### src/rtl/clkdiv_pkg.sv
// Shared defaults and helpers for the multi-channel clock-enable divider.
// Optional feature macro used by this slice: CLKDIV_SYNC_EN.
package clkdiv_pkg;

  localparam int          CW_DEF       = 27;
  localparam logic [26:0] DEF_HALF_DEF = 27'd16777216;

  // Channel-select width; a single channel still needs a 1-bit select.
  function automatic int chwOf(input int n);
    return (n > 1) ? $clog2(n) : 1;
  endfunction

endpackage

### src/rtl/clkdiv_chan.sv
// One divider channel: counter, live and shadow half-period, output level and tick.
// With CLKDIV_SYNC_EN defined, a sync input realigns the channel and applies any pending shadow.
module clkdiv_chan
  import clkdiv_pkg::*;
#(
  parameter int            CW       = CW_DEF,
  parameter logic [CW-1:0] DEF_HALF = CW'(DEF_HALF_DEF)
) (
  input  logic          clk,
  input  logic          clr,
`ifdef CLKDIV_SYNC_EN
  input  logic          sync,
`endif
  input  logic          en,
  input  logic          load,
  input  logic [CW-1:0] load_half,
  output logic          pending,
  output logic          clk_out,
  output logic          tick
);

  logic [CW-1:0] r_cnt;
  logic [CW-1:0] r_half;
  logic [CW-1:0] r_shadow;
  logic          r_pending;
  logic          r_clkOut;
  logic          r_tick;
  logic          r_wasStopped;

  logic [CW-1:0] w_cntEff;
  logic          w_boundary;

  // The counter holds while stopped, but the first enabled cycle counts from zero.
  assign w_cntEff   = r_wasStopped ? '0 : r_cnt;
  assign w_boundary = (w_cntEff == (r_half - CW'(1)));

  always_ff @(posedge clk) begin
    if (clr) begin
      r_cnt        <= '0;
      r_half       <= DEF_HALF;
      r_shadow     <= '0;
      r_pending    <= 1'b0;
      r_clkOut     <= 1'b0;
      r_tick       <= 1'b0;
      r_wasStopped <= 1'b0;
    end
`ifdef CLKDIV_SYNC_EN
    else if (sync) begin
      r_cnt        <= '0;
      r_clkOut     <= 1'b0;
      r_tick       <= 1'b0;
      r_wasStopped <= ~en;
      if (r_pending) begin
        r_half    <= r_shadow;
        r_pending <= 1'b0;
      end
      if (load) begin
        r_shadow  <= load_half;
        r_pending <= 1'b1;
      end
    end
`endif
    else begin
      r_wasStopped <= ~en;
      if (!en) begin
        r_tick <= 1'b0;
        if (r_pending) begin
          r_half    <= r_shadow;
          r_pending <= 1'b0;
          r_cnt     <= '0;
        end
      end else if (r_half == '0) begin
        r_cnt    <= '0;
        r_clkOut <= 1'b0;
        r_tick   <= 1'b0;
        if (r_pending) begin
          r_half    <= r_shadow;
          r_pending <= 1'b0;
        end
      end else if (w_boundary) begin
        r_cnt    <= '0;
        r_clkOut <= ~r_clkOut;
        r_tick   <= ~r_clkOut;
        if (r_pending) begin
          r_half    <= r_shadow;
          r_pending <= 1'b0;
        end
      end else begin
        r_cnt  <= w_cntEff + CW'(1);
        r_tick <= 1'b0;
      end
      // Loads only arrive while nothing is pending, so they never collide with an apply.
      if (load) begin
        r_shadow  <= load_half;
        r_pending <= 1'b1;
      end
    end
  end

  assign pending = r_pending;
  assign clk_out = r_clkOut;
  assign tick    = r_tick;

endmodule

### src/rtl/clkdiv_multi.sv
// NCH independent programmable square-wave enables with per-period ticks and shadowed writes.
// Optional macro CLKDIV_SYNC_EN adds a sync input that phase-aligns all channels.
module clkdiv_multi
  import clkdiv_pkg::*;
#(
  parameter int            NCH      = 3,
  parameter int            CW       = CW_DEF,
  parameter logic [CW-1:0] DEF_HALF = CW'(DEF_HALF_DEF),
  localparam int           CHW      = chwOf(NCH)
) (
  input  logic           clk,
  input  logic           clr,
`ifdef CLKDIV_SYNC_EN
  input  logic           sync,
`endif
  input  logic [NCH-1:0] en,
  input  logic           wr_en,
  input  logic [CHW-1:0] wr_ch,
  input  logic [CW-1:0]  wr_half,
  output logic           wr_ready,
  output logic [NCH-1:0] clk_out,
  output logic [NCH-1:0] tick
);

  logic [NCH-1:0]      w_pending;
  logic [NCH-1:0]      w_load;
  logic [2**CHW-1:0]   w_pendPad;
  logic                w_inRange;

  // Padding the pending vector keeps an out-of-range select from indexing past the channels.
  always_comb begin
    w_pendPad          = '0;
    w_pendPad[NCH-1:0] = w_pending;
  end

  assign w_inRange = (int'(wr_ch) < NCH);
  assign wr_ready  = w_inRange && !w_pendPad[wr_ch];

  for (genvar g = 0; g < NCH; g++) begin : gChan
    assign w_load[g] = wr_en && wr_ready && (int'(wr_ch) == g);

    clkdiv_chan #(
      .CW       (CW),
      .DEF_HALF (DEF_HALF)
    ) uChan (
      .clk       (clk),
      .clr       (clr),
`ifdef CLKDIV_SYNC_EN
      .sync      (sync),
`endif
      .en        (en[g]),
      .load      (w_load[g]),
      .load_half (wr_half),
      .pending   (w_pending[g]),
      .clk_out   (clk_out[g]),
      .tick      (tick[g])
    );
  end

endmodule

### config.mk
export PLATFORM = sky130hd
export DESIGN_NAME = clkdiv_multi
export DESIGN_NICKNAME = d
export VERILOG_FILES = /design/src/rtl/clkdiv_pkg.sv /design/src/rtl/clkdiv_chan.sv /design/src/rtl/clkdiv_multi.sv
export SDC_FILE = /design/constraint.sdc
export NUM_CORES = 1
export LEC_CHECK = 0
export ABC_CLOCK_PERIOD_IN_PS = 6010
export CAP_MARGIN = 0
export CORE_MARGIN = 10
export CORE_UTILIZATION = 50
export CTS_CLUSTER_DIAMETER = 80
export CTS_CLUSTER_SIZE = 25
export DETAILED_ROUTE_END_ITERATION = 7
export PLACE_DENSITY = 0.67
export SYNTH_ARGS = -nofsm -noshare
export SYNTH_HDL_FRONTEND = slang
export SYNTH_SLANG_ARGS = --single-unit
### constraint.sdc
create_clock -name clk -period 6.01 [get_ports clk]
set_input_delay 1.202 -clock clk [delete_from_list [all_inputs] [get_ports clk]]
set_output_delay 1.202 -clock clk [all_outputs]
set_load 0.005 [all_outputs]
==> flow_summary.json <==
{
  "status": "completed",
  "antennaDiodeCount": 0,
  "synth-async-reset-ratio": 0,
  "ys_ff_latch": 255,
  "post_cts.repair.setup_buffers": 0,
  "cp.arrival_ns": 4.96,
  "netlist_instances": 1844,
  "grt_pass1_wl_um": 64290,
  "finalSetupViolCount": 0,
  "p_seq_frac": 0.551,
  "period_share": 0.7641,
  "coreArea_um2": 28630,
  "synth_compound_area_frac": 0.1463,
  "drt_iter0_markers": 1020,
  "cts_hold_buf": 0,
  "critPathRequiredTime_ns": 6.38,
  "ys.warnings.count": 0,
  "areaGrowthSynthToFinish_pct": 7.285,
  "finalSetupTns_ns": 0,
  "routedWlPerCell_um": 18.15,
  "combPwrFrac": 0.078,
  "synth_top_family_by_area": "simple AND/OR/NAND/NOR gates",
  "die_area_um2": 36160,
  "vias": 13030,
  "synth_mux_area_frac": 0.06240,
  "min_from": "gChan[0].uChan.r_shadow[16]$_SDFFE_PP0P_",
  "synth_cell_type_count": 80,
  "synth-edff-count": 0,
  "seq_area_frac_synth": 0.3526,
  "synthesis.nets": 1885,
  "intPower_w": 0.002338,
  "relSlewSlack": 0.1710,
  "hold_viol": 0,
  "grt_pass1_vias": 11880,
  "crit_path_max_fanout": 28,
  "irDropWorstVdd_mv": 0.2507,
  "p_per_area_nw_per_um2": 203.4,
  "rows": 62,
  "syn_area_per_cell_um2": 7.851,
  "numPortBuffers": 41,
  "ff2ff_setup_slack_ns": 1.42,
  "rsz0062_at_grt": "false",
  "drive_above_1_share": 0.03767,
  "nets": 1839,
  "yosys.area_share.simple": 0.3100,
  "worstHoldPathCells": 2,
  "startpoint_type": "flip-flop",
  "die_x_um": 190.2,
  "fillerInstances": 2662,
  "dr.pass1.iters": 5,
  "endpoint_kind": "flip-flop",
  "fin_area_um2": 15530,
  "clockBufferDepth": 3,
  "synth_xor_area_frac": 0.08029,
  "criticalPathCategory": "flip-flop to flip-flop",
  "synthFlopType": "dfxtp_1",
  "h-tree-depth": 1,
  "ant_nets": 0,
  "cts_resized": 0,
  "synthTopCellsByArea": "dfxtp_1 (35%), nand2_1 (7.3%), mux2i_1 (6.1%), xnor2_1 (5.5%), nor2_1 (4.2%)",
  "reg2reg_depth": 11,
  "antenna_found_initial": 1,
  "synth_top_area_frac": 0.3526,
  "synth_adder_area_share": 0.005185,
  "track_usage": 0.2134,
  "routed_wl_um": 39730,
  "worstMarginPinSlew_ns": 1.226,
  "dieHeight_um": 190.2,
  "cts_buffers": 16,
  "pin_count": 42,
  "dpl-instance-area_um2": 15020,
  "root_buffer": "clkbuf_16",
  "swShare": 0.2602,
  "min_period_ns": 4.592,
  "synth_largest_area_cell": "dfxtp_1",
  "hold_path_class": "flip-flop to flip-flop",
  "vias_per_cell": 5.950,
  "dp.final_hpwl_um": 29480,
  "cap_viol_max_count": 0,
  "clk_pin_slew_ns": 0.10,
  "cts_tree": "built",
  "finalClockSkew_ns": 0.03403,
  "maxSlewViolCount": 0,
  "startpoint": "gChan[1].uChan.r_half[0]$_SDFFE_PP0P_",
  "synth_area_um2": 14480,
  "switching_power_w": 0.0008223,
  "power.leakage_nw": 5.833,
  "clock_latency_ns": 0.51,
  "drc": 0,
  "grt_overflow": 0,
  "gp_routability_congestion": 0.9164,
  "cts_sinks": 255,
  "start_util": 0.5058,
  "fmax_ghz": 0.2178,
  "worstReg2RegStart": "gChan[1].uChan.r_half[0]$_SDFFE_PP0P_",
  "grt_max_degree": 74,
  "p_clk_frac": 0.371
}
-- worst paths after layout --
check	to
setup reg to reg	gChan[1].uChan.r_half[0]$_SDFFE_PP0P_
hold reg to reg	gChan[0].uChan.r_shadow[16]$_SDFFE_PP0P_
hold / removal	gChan[0].uChan.r_shadow[16]$_SDFFE_PP0P_
setup / recovery	gChan[1].uChan.r_half[0]$_SDFFE_PP0P_
-- logic make-up after synthesis --
kind of cell,after synthesis
buf+inv,152
simple gates,887
compound gates,334
flops,255
mux,90
fa+ha+maj,6
xor+xnor,120
-- critical path, stage by stage, from the launching register on --
cell     delay, ns
dfxtp_1       0.37
inv_1         0.10
ha_1          0.18
nor4b_1       0.98
xnor3_1       0.37
or4b_2        0.59
a22oi_1       0.24
nor3b_1       0.19
and4_1        0.28
a31o_2        0.80
mux2i_1       0.29
nor2_1        0.05
-- power by group through the flow --
| stage | combinational, W | clock, W | sequential [W] |
|---|---|---|---|
| floorplan | 0.000161 | 0 | 0.00177 |
| global placement | 0.000241 | 0 | 0.00178 |
| detailed placement | 0.000243 | 0 | 0.00178 |
| CTS | 0.000244 | 0.00120 | 0.00174 |
| global route | 0.000268 | 0.00126 | 0.00175 |
| finish | 0.000247 | 0.00117 | 0.00174 |
-- per-layer routing --
layer | vias up | part of all wire | GRT usage
met5 | - | 0 | 0
met1 | 6176 | 0.49 | 0.3146
met4 | 0 | 0.012 | 0.03362
met2 | 378 | 0.44 | 0.3282
li1 | 6436 | - | -
met3 | 35 | 0.061 | 0.02966
-- cell usage in the layout, fill, tap and decap left out, types with 33 or more instances in the layout --
cell,instances
nand3_1,76
nand4_1,36
clkdlybuf4s50_1,40
inv_1,35
xnor2_1,91
o21ai_0,67
a21oi_1,117
mux2i_1,88
nor3_1,59
nand2_1,283
dfxtp_1,255
nor2_1,162
nor4_1,33
nor2b_1,61
-- metrics by stage --
stage	instances	power, W	setup slack, ns	utilization	hold slack (ns)
finish	2189	0.003160	1.418	0.5426	0.4600
global route	2189	0.003270	1.048	0.5426	0.4752
CTS	2189	0.003183	1.427	0.5426	0.4599
detailed placement	2164	0.002023	1.461	0.5248	0.4466
global placement	2164	0.002021	1.506	0.5248	0.4425
floorplan	1844	0.001928	1.945	-	0.4357
-- sequential cells by signal, indices dropped and copies added (netlist names) --
name	cells
gChan.uChan.clk_out	3
gChan.uChan.pending	3
gChan.uChan.r_cnt	81
gChan.uChan.r_half	81
gChan.uChan.r_shadow	81
gChan.uChan.r_wasStopped	3
gChan.uChan.tick	3
-- cell usage after synthesis, drive strengths merged (25+ instances only) --
library cell,number
nand4,36
nand2,284
clkbuf,92
mux2i,88
buf,25
nor3,62
nand3,76
inv,35
nor4,34
dfxtp,255
o21ai,68
nor2,163
a21oi,117
xnor2,91
nor2b,61
-- final cells by class --
cell class / instances / area [um^2] / share of cell area
inverter: 35 / 131.4 / 0.008458
sequential: 255 / 5105 / 0.3287
timing repair buffer: 53 / 501.7 / 0.03230
clock buffer: 17 / 425.4 / 0.02739
clock inverter: 8 / 83.83 / 0.005397
multi-input combinational: 1437 / 8805 / 0.5669
tap: 384 / 480.5 / 0.03093
Note: power is estimated with default switching activity, not from simulation.
